### config.mk
export PLATFORM = sky130hd
export DESIGN_NAME = atmega_pll_ce
export DESIGN_NICKNAME = d
export VERILOG_FILES = /design/src/rtl/atmega_pll_ce.sv
export SDC_FILE = /design/constraint.sdc
export NUM_CORES = 1
export LEC_CHECK = 0
export BUFFER_PORTS_ARGS = -buffer_cell sky130_fd_sc_hd__buf_2
export CAP_MARGIN = 40
export CORE_UTILIZATION = 50
export CTS_CLUSTER_SIZE = 8
export DETAILED_ROUTE_END_ITERATION = 16
export GPL_ROUTABILITY_DRIVEN = 0
export PLACE_DENSITY = 0.68
export RECOVER_POWER = 100
export SLEW_MARGIN = 20
export SYNTH_ARGS = -nofsm -noshare
export SYNTH_HDL_FRONTEND = slang
export SYNTH_SLANG_ARGS = --single-unit
### constraint.sdc
create_clock -name clk_i -period 6.4 [get_ports clk_i]
set_clock_uncertainty 0.1 [all_clocks]
set_input_delay 1.6 -clock clk_i [delete_from_list [all_inputs] [get_ports clk_i]]
set_output_delay 1.6 -clock clk_i [all_outputs]
set_load 0.01 [all_outputs]
### src/rtl/atmega_pll_ce.sv
// atmega_pll_ce: per-channel clock-enable generator with integer+fraction
// divisors and an emulated PLL lock sequence, mapped on the ATMEGA IO bus.
//
// Ports:
//   clk_i   : system clock (sole clock)
//   rst_ni  : asynchronous active-low reset
//   addr_i  : IO address
//   wr_i    : write strobe, sampled on clk_i
//   rd_i    : read strobe
//   bus_i   : write data
//   bus_o   : read data, combinational, 0 when no read hit
//   lock_o  : CSR.LOCK
//   ce_o    : per-channel single-cycle enable pulses
//   tgl_o   : per-channel toggle outputs (only with ATMEGA_PLL_CE_TOGGLE_EN)
//
// Build option ATMEGA_PLL_CE_TOGGLE_EN adds tgl_o, which flips on every
// ce_o pulse to give a ~50% duty divided clock.

module atmega_pll_ce #(
  parameter int BUS_ADDR_DATA_LEN = 16,
  parameter int CSR_ADDR          = 'h49,
  parameter int DIV_BASE_ADDR     = 'h52,
  parameter int CHANNELS          = 2,
  parameter int FRAC_W            = 8,
  parameter int LOCK_CYCLES       = 64
) (
  input  logic                         clk_i,
  input  logic                         rst_ni,
  input  logic [BUS_ADDR_DATA_LEN-1:0] addr_i,
  input  logic                         wr_i,
  input  logic                         rd_i,
  input  logic [7:0]                   bus_i,
  output logic [7:0]                   bus_o,
  output logic                         lock_o,
  output logic [CHANNELS-1:0]          ce_o
`ifdef ATMEGA_PLL_CE_TOGGLE_EN
  ,
  output logic [CHANNELS-1:0]          tgl_o
`endif
);

  localparam int LCW = $clog2(LOCK_CYCLES + 1);

  typedef enum logic [1:0] {
    LK_OFF,
    LK_WAIT,
    LK_ON
  } lk_e;

  lk_e lk_q;
  lk_e lk_d;

  logic                plle_q;
  logic [CHANNELS-1:0] che_q;
  logic [LCW-1:0]      lock_cnt_q;

  logic [7:0]        divi_q [CHANNELS];
  logic [7:0]        divf_q [CHANNELS];
  logic [7:0]        cnt_q  [CHANNELS];
  logic [FRAC_W-1:0] acc_q  [CHANNELS];
  logic [CHANNELS-1:0] ce_q;

  logic                csr_hit;
  logic                csr_wr;
  logic                plle_rise;
  logic                plle_fall;
  logic [CHANNELS-1:0] divi_hit;
  logic [CHANNELS-1:0] divf_hit;
  logic [CHANNELS-1:0] go;
  logic [FRAC_W:0]     sum_w  [CHANNELS];
  logic [7:0]          rel    [CHANNELS];
  logic [7:0]          csr_val;
  logic [7:0]          rdata;

  // Address decode
  assign csr_hit = addr_i == BUS_ADDR_DATA_LEN'(CSR_ADDR);
  assign csr_wr  = wr_i & csr_hit;

  always_comb begin
    divi_hit = '0;
    divf_hit = '0;
    for (int k = 0; k < CHANNELS; k++) begin
      divi_hit[k] = addr_i ==
        BUS_ADDR_DATA_LEN'(DIV_BASE_ADDR + 2 * k);
      divf_hit[k] = addr_i ==
        BUS_ADDR_DATA_LEN'(DIV_BASE_ADDR + 2 * k + 1);
    end
  end

  // CSR
  always_ff @(posedge clk_i or negedge rst_ni) begin
    if (!rst_ni) begin
      plle_q <= 1'b0;
      che_q  <= '0;
    end else if (csr_wr) begin
      plle_q <= bus_i[1];
      che_q  <= bus_i[4 +: CHANNELS];
    end
  end

  // Divisor registers
  always_ff @(posedge clk_i or negedge rst_ni) begin
    if (!rst_ni) begin
      for (int k = 0; k < CHANNELS; k++) begin
        divi_q[k] <= '0;
        divf_q[k] <= '0;
      end
    end else begin
      for (int k = 0; k < CHANNELS; k++) begin
        if (wr_i && divi_hit[k]) divi_q[k] <= bus_i;
        if (wr_i && divf_hit[k]) divf_q[k] <= bus_i;
      end
    end
  end

  // Lock sequencer
  assign plle_rise = csr_wr & bus_i[1] & ~plle_q;
  assign plle_fall = csr_wr & ~bus_i[1];

  always_ff @(posedge clk_i or negedge rst_ni) begin
    if (!rst_ni) begin
      lk_q <= LK_OFF;
    end else begin
      lk_q <= lk_d;
    end
  end

  always_comb begin
    lk_d = lk_q;
    unique case (lk_q)
      LK_OFF: begin
        if (plle_rise) lk_d = LK_WAIT;
      end
      LK_WAIT: begin
        if (plle_fall) lk_d = LK_OFF;
        else if (lock_cnt_q == '0) lk_d = LK_ON;
      end
      LK_ON: begin
        if (plle_fall) lk_d = LK_OFF;
      end
      default: lk_d = LK_OFF;
    endcase
  end

  always_ff @(posedge clk_i or negedge rst_ni) begin
    if (!rst_ni) begin
      lock_cnt_q <= '0;
    end else if (plle_rise) begin
      lock_cnt_q <= LCW'(LOCK_CYCLES);
    end else if (lk_q == LK_WAIT && lock_cnt_q != '0) begin
      lock_cnt_q <= lock_cnt_q - 1'b1;
    end
  end

  assign lock_o = lk_q == LK_ON;

  // Channel datapath.
  // A CSR write that drops PLLE or CHE[k] kills the channel on the
  // same edge, so ce_o is already low in the following cycle.
  always_comb begin
    go = '0;
    for (int k = 0; k < CHANNELS; k++) begin
      sum_w[k] = {1'b0, acc_q[k]} +
                 {1'b0, divf_q[k][FRAC_W-1:0]};
      rel[k]   = ((divi_q[k] == 8'd0) ? 8'd0 : divi_q[k] - 8'd1) +
                 {7'd0, sum_w[k][FRAC_W]};
      go[k]    = lock_o & che_q[k] &
                 ~(csr_wr & ~(bus_i[1] & bus_i[4+k]));
    end
  end

  // The divisor registers are sampled only at a pulse, so retunes
  // never shorten or stretch the period already in progress.
  always_ff @(posedge clk_i or negedge rst_ni) begin
    if (!rst_ni) begin
      ce_q <= '0;
      for (int k = 0; k < CHANNELS; k++) begin
        cnt_q[k] <= '0;
        acc_q[k] <= '0;
      end
    end else begin
      for (int k = 0; k < CHANNELS; k++) begin
        if (!go[k]) begin
          ce_q[k]  <= 1'b0;
          cnt_q[k] <= '0;
          acc_q[k] <= '0;
        end else if (cnt_q[k] == 8'd0) begin
          ce_q[k]  <= 1'b1;
          cnt_q[k] <= rel[k];
          acc_q[k] <= sum_w[k][FRAC_W-1:0];
        end else begin
          ce_q[k]  <= 1'b0;
          cnt_q[k] <= cnt_q[k] - 8'd1;
        end
      end
    end
  end

  assign ce_o = ce_q;

`ifdef ATMEGA_PLL_CE_TOGGLE_EN
  logic [CHANNELS-1:0] tgl_q;

  always_ff @(posedge clk_i or negedge rst_ni) begin
    if (!rst_ni) begin
      tgl_q <= '0;
    end else begin
      for (int k = 0; k < CHANNELS; k++) begin
        if (go[k] && cnt_q[k] == 8'd0) tgl_q[k] <= ~tgl_q[k];
      end
    end
  end

  assign tgl_o = tgl_q;
`endif

  // Read mux
  always_comb begin
    csr_val = '0;
    csr_val[0] = lock_o;
    csr_val[1] = plle_q;
    csr_val[4 +: CHANNELS] = che_q;
  end

  always_comb begin
    rdata = '0;
    if (rd_i) begin
      if (csr_hit) rdata = csr_val;
      for (int k = 0; k < CHANNELS; k++) begin
        if (divi_hit[k]) rdata = divi_q[k];
        if (divf_hit[k]) rdata = divf_q[k];
      end
    end
  end

  assign bus_o = rdata;

endmodule

# Yosys cells after proc, flatten, opt, wreduce, memory -nomap -nowiden
# Cells that the tools add are included.
classes:
  n_bitwise: 18
  n_reduce_logical: 14
  addsub: 9
  eq_ne: 12
  mul: 0
  div_mod_pow: 0
  order_cmp: 0
  muxes: 27
  n_shift: 0
ops:
  columns: ["cell", "count"]
  rows:
  - ["2-to-1 mux 8 bit", 15]
  - ["equality test 16 x 7 -> 1 bit, second input constant", 5]
  - ["zero test 8 bit", 4]
  - ["subtractor 8 x 1 -> 8 bit, second input constant", 4]
  - ["adder 8 x 8 -> 9 bit", 2]
  - ["adder 8 x 1 -> 8 bit", 2]
  - ["2-to-1 mux 7 bit", 2]
  - ["AND 1 bit", 12]
  - ["2-to-1 mux 2 bit", 4]
  - ["zero test 7 bit", 1]
  - ["nonzero test 7 bit", 1]
  - ["subtractor 7 x 1 -> 7 bit, second input constant", 1]
  - ["2-to-1 mux 6 bit", 1]
  - ["!= test 2 x 1 -> 1 bit, second input constant", 3]
  - ["inverter 1 bit", 6]
  - ["one-hot mux 2 bit (3 select lines)", 1]
  - ["logical AND 1 bit", 5]
  - ["2-to-1 mux 1 bit", 4]
  - ["!= test 3 bit, second input constant", 1]
  - ["AND reduction 3 bit", 1]
  - ["equality test 2 x 1 -> 1 bit, second input constant", 1]
  - ["equality test 2 bit, second input constant", 1]
  - ["zero test 2 bit", 1]
  - ["!= test 2 bit, second input constant", 1]
  - ["nonzero test 2 bit", 1]
word_totals:
  ff_bits: 78
  memories: 0
  romBits: 0
  ramBits: 0
  word_cells: 93
  latchBits: 0

# Depth between registers and ports, before layout
# Gate-level depths: netlist of the first run.
depth:
  word_depth: 7
  depth_mapped: 16

# Least setup slack after synthesis of the first run
# OpenSTA, ideal clock, no wires.
synth_timing:
  path_kind: "input port to output port"
  startpoint: "in addr_i[5]"
  endpoint: "out bus_o[2]"
  stages: 7
  t_required_ns: 4.700
  setup_slack_ns: 1.564
  arrival_time_ns: 3.136
  cell_sequence: "nor4b_1 > nand3_1 > nor3b_1 > and2_1 > clkbuf_1 > a22oi_1 > a21boi_0"
synth_via:
  elab_chain_len: 6
synth_lines:
  columns: ["element", "line", "text"]
  rows:
  - ["from (decl)", "29", "input logic [BUS_ADDR_DATA_LEN-1:0] addr_i,"]
  - ["equality test 16 x 7 -> 1 bit", "83", "divi_hit[k] = addr_i =="]
  - ["2-to-1 mux 8 bit", "230", "if (divi_hit[k]) rdata = divi_q[k];"]
  - ["2-to-1 mux 8 bit", "231", "if (divf_hit[k]) rdata = divf_q[k];"]
  - ["2-to-1 mux 8 bit", "230", null]
  - ["2-to-1 mux 8 bit (*)", "231", null]
  - ["2-to-1 mux 8 bit (*)", "227", "if (rd_i) begin"]
  - ["to (decl)", "33", "output logic [7:0] bus_o,"]
# Every way passes the cells marked *; elsewhere a longest branch is shown, timed or not.

# Worst setup path in the final report of the first run
layout_timing:
  startpoint: "in addr_i[9]"
  endpoint: "out bus_o[6]"
# The elaborated chain is that of the path after synthesis.

==> results of run 1 <==
stage by stage:
| stage | area [µm²] | power (mW) | cells | hold slack [ps] |
|---|---|---|---|---|
| final | 5490 | 0.886 | 695 | 429 |
| after global routing | 5490 | 0.918 | 695 | 450 |
| after CTS | 5530 | 0.898 | 695 | 432 |
| after detailed placement | 5340 | 0.536 | 681 | 422 |
| after global placement | 5300 | 0.533 | 678 | 405 |
| after floorplan | 4990 | 0.510 | 523 | 371 |
flip-flops by register name, summed over array words and instances (netlist names):
signal      cells
divf_q         16
cnt_q          16
divi_q         16
lk_q            2
ce_o            2
acc_q          16
che_q           2
lock_cnt_q      7
plle_q          1
cell families after synthesis:
kind of cell | synth area share (%)
compound gates | 13.3
xor+xnor | 6.32
fa+ha+maj | 8.33
buf+inv | 3.26
flops | 39.1
mux | 8.70
simple gates | 21.0
layer usage:
layer	up-vias	routed length [µm]	track usage, %
met1	1911	5180	30.3
met3	6	457	3.76
li1	1958	-	-
met4	0	100	6.04
met2	77	5280	37.2
met5	-	0	0
cell type report:
type / count / area [µm²] / share of cell area (%)
timing repair buffer: 42 / 195 / 3.56
tap: 133 / 166 / 3.03
sequential: 78 / 1950 / 35.6
inverter: 26 / 97.6 / 1.78
multi-input combinational: 402 / 2880 / 52.5
clock buffer: 14 / 193 / 3.51
worst paths after layout:
check                       endpoint  slack [ps]
max                         bus_o[6]         930
min                        acc_q[15]         430
max reg2reg                 cnt_q[5]        2550
min reg2reg                acc_q[15]         430
max in group asynchronous  divi_q[1]        1390
min in group asynchronous  cnt_q[15]        1440
placed cells by master, fill, tap and decap left out, types with 11 or more instances in the layout:
master,instances
buf_2,27
dfrtp_1,78
a211oi_1,11
nor3_1,20
clkbuf_8,14
clkbuf_1,14
inv_1,26
nand3b_1,11
xor2_1,14
a21oi_1,34
a22oi_1,16
o21ai_0,16
nor2_1,53
ha_1,30
nand2_1,34
xnor2_1,22
mux2_2,35
worst max-delay path: stages:
cell and delay, ps:
clkbuf_1 100, nor4_1 320, nand3_1 240, nor3b_1 330, nor2b_1 540, a22oi_1 130
a21boi_0 320, clkbuf_1 200
power breakdown:
| group | internal [mW] | switching [mW] |
|---|---|---|
| clock network | 0.190 | 0.173 |
| registers | 0.493 | 0.000132 |
| logic | 0.00910 | 0.0213 |
==> metrics, run 1 <==
largest cells by area after synthesis=dfrtp_1 39%, mux2_2 7.9%, ha_1 7.5%; clock-pin slew on the worst setup and hold paths=80 ps; worst setup margin=929 ps; PostCTS Resize Cnt=0; Crit Reg-Reg Startpoint=divf_q[0]; die width=102 µm; drt initial violations=164; synthesis-to-finish area growth=9.96%; P per Cell Area=161 mW/mm²; # hold bufs at CTS=0; setup TNS=0 ps; critical path fanouts, max=8; number of post-CTS setup repair buffers=0; Final Max Tran Viols=56; # IOs=39; fill cell count=899; VDD IR max=0.143 mV; GRT Total Usage=22.4%; drt first pass iters=4; Rel. slew slack=-93.6%; fraction of registers with async set/reset=100%; worst-skew pair later-pin latency=360 ps; drc violations=0; Worst-Margin Slew=2900 ps; most frequent cells after synthesis=78 x dfrtp_1, 53 x nor2_1, 35 x mux2_2; final core occ=56.4%; Avg Inst Size Synth=9.54 µm²; Hold Crit Depth=2; total congestion overflow=0; clock sinks=78; DRT Wirelength=11000 µm; Worst Hold Class=reg -> reg; initial antenna violation count=0; area leader, netlist=dfrtp_1; vias post-DR=3952; Synth top area share=39.1%; ANT cells=0; clk root buf=clkbuf_8; violated checks=max-capacitance violations, max-slew violations; CP Capture Type=output pin; largest net degree at the start of global routing=56; FP Rows=36; post-layout min period=5470 ps; WL per Instance=15.8 µm; CP Launch Type=primary input; clk buf depth=2; I/O Buffers=38; Synthesized Nets=583; synth unique cells=52; Post-DP HPWL=8250 µm; first-pass GRT wire length=17800 µm; Final setup viols=0; htree depth=3; hold path start=acc_q[15]; CTS tree=done; Synth Register Bits=78; layout cells sized above 1=15.5%; initial core utilization=51.3%; Final Hold Viols=0; register area share after synthesis=39.1%; top-count cell post-synth=dfrtp_1; Mapped Cells=523; setup repair after global routing missed its margin=false; Worst Path Class, Setup=in -> out; Primary FF master, synth=dfrtp_1; remaining antenna violation count after routing=0; pre-CTS setup slack=974 ps; CP arrival=3770 ps; Synth warnings=0; max frequency=183 MHz; full die area=0.0104 mm²; Leakage=2.45 nW; CTS Buf Count=9; outcome=finished with violations; Register-to-Register Path Depth=15; crit path launch=addr_i[9]; synthesized cell area=0.00499 mm²; Post-synth EDFFs=0; CP required=4700 ps; Tcrit/Tclk final=85.5%; nets@finish=619; die height=102 µm; vias in the first global route=3776; core area=0.00973 mm²; routed vias/inst=5.69; Max-Cap Viols=2
No activity file was read; power rests on OpenSTA's default activity.
==> run 2, diff against run 1 <==
--- a/config.mk
+++ b/config.mk
@@ -7,11 +7,12 @@
 export LEC_CHECK = 0
 export BUFFER_PORTS_ARGS = -buffer_cell sky130_fd_sc_hd__buf_2
 export CAP_MARGIN = 40
-export CORE_UTILIZATION = 50
+export CORE_MARGIN = 2
+export CORE_UTILIZATION = 60
 export CTS_CLUSTER_SIZE = 8
 export DETAILED_ROUTE_END_ITERATION = 16
 export GPL_ROUTABILITY_DRIVEN = 0
-export PLACE_DENSITY = 0.68
+export PLACE_DENSITY = 0.8
 export RECOVER_POWER = 100
 export SLEW_MARGIN = 20
 export SYNTH_ARGS = -nofsm -noshare
==> run 2 against run 1 <==
Against the previous run:
- the flow still finishes with violations (max-capacitance violations, max-slew violations)
- global-route usage increased by 4.5 points
- via count is 1.7% higher
- critical path depth is the same
- clock power is 6.6% higher
- non-clock buffer count unchanged
==> metrics, run 2 (same netlist as run 1, synthesis figures left out) <==
GRT Total Usage=26.9%; VDD IR max=0.150 mV; CP arrival=3860 ps; initial core utilization=61.3%; Final Max Tran Viols=56; max frequency=180 MHz; Final Hold Viols=0; Critical R2R Capture=cnt_q[5]; FP Rows=33; CP required=4700 ps; Finished Cell Area=0.00546 mm²; WL per Instance=16.7 µm; htree depth=3; drt first pass iters=5; most frequent cells in the layout=78 x dfrtp_1, 53 x nor2_1, 35 x mux2_2, 34 x nand2_1, 34 x a21oi_1; drc violations=0; Tcrit/Tclk final=86.9%; dpl cells=653; ANT cells=0; layout cells sized above 1=15.8%; # hold bufs at CTS=0; hold path start=cnt_q[8]; die height=95.2 µm; worst-path cell chain=buf_1, nor4b_1, nand3_1, nor3b_1, nor2b_1, a22oi_1, a21boi_0, clkbuf_1; Worst Path Class, Setup=in -> out; fill cell count=661; clk buf depth=2; total power after layout=910 µW; remaining antenna violation count after routing=0; Crit Reg-Reg Startpoint=divf_q[0]; hold endpoint=cnt_q[8]; Post-DP HPWL=8560 µm; Cell Area, Placed=0.00531 mm²; die width=95.2 µm; Worst-Margin Slew=2900 ps; pre-CTS setup slack=913 ps; setup repair after global routing missed its margin=false; CTS tree=done; nets@finish=619; initial antenna violation count=0; core area=0.00813 mm²; drt initial violations=262; Register-to-Register Path Depth=15; Rel. slew slack=-93.1%; Worst Hold Class=reg -> reg; CTS Buf Count=9; reg2reg setup slack=2570 ps; vias post-DR=4018; setup TNS=0 ps; first-pass GRT wire length=18900 µm; final core occ=67.2%; largest net degree at the start of global routing=56; Max-Cap Viols=1; crit path buf inv count=2; Worst path slowest cell=nor2b_1; PostCTS Resize Cnt=0; full die area=0.00906 mm²; I/O Buffers=38; clock sinks=78; Top delay family on crit path=simple AND/OR/NAND/NOR gates; tightest hold margin=427 ps; slowest cell delay on critical path=580 ps; critical path fanouts, max=8; Leakage=2.45 nW; number of post-CTS setup repair buffers=0; routed vias/inst=6.01; crit path launch=addr_i[5]; clk root buf=clkbuf_8; synthesis-to-finish area growth=9.51%; Hold Crit Depth=1; total congestion overflow=0; Non-Filler Instances=669; worst-skew pair later-pin latency=360 ps; vias in the first global route=3955; CP Launch Type=primary input; # IOs=39; post-layout min period=5560 ps; worst setup margin=840 ps; clock-pin slew on the worst setup and hold paths=80 ps; outcome=finished with violations; P per Cell Area=167 mW/mm²; CP Capture Type=output pin; DRT Wirelength=11200 µm; violated checks=max-capacitance violations, max-slew violations; Final setup viols=0; commonest non-fill, non-tap cell in the layout=dfrtp_1
[run 2: per-layer routing]
metal / wire length (µm) / vias up / track usage [%]
met5: 0 / - / 0
met4: 253 / 0 / 12.2
met3: 475 / 23 / 4.58
met2: 5690 / 89 / 44.5
met1: 4780 / 1939 / 34.5
li1: - / 1967 / -
[run 2: how the worst max path moves through the flow]
stage                         end  slack (ps)  depth (start not counted)
finish                   bus_o[7]         840                          8
global route        lock_cnt_q[3]         620                          2
CTS                      bus_o[7]         890                          8
detailed placement       bus_o[7]         910                          8
global placement         bus_o[2]        1070                          8
floorplan                bus_o[2]        1560                          7
[run 2: where the power goes]
group	switching, mW	internal (mW)	leakage (nW)
combinational	0.0214	0.00910	1.29
clock	0.202	0.185	0.100
sequential	0.000140	0.492	1.06
[run 2: final cells by class]
cell class	instances	area [µm²]	share of cell area, %
Clock buffer	9	124	2.27
Clock inverter	7	81.3	1.49
Inverter	26	97.6	1.79
Multi-Input combinational cell	402	2880	52.7
Sequential cell	78	1950	35.7
Tap cell	105	131	2.40
Timing Repair Buffer	42	195	3.57
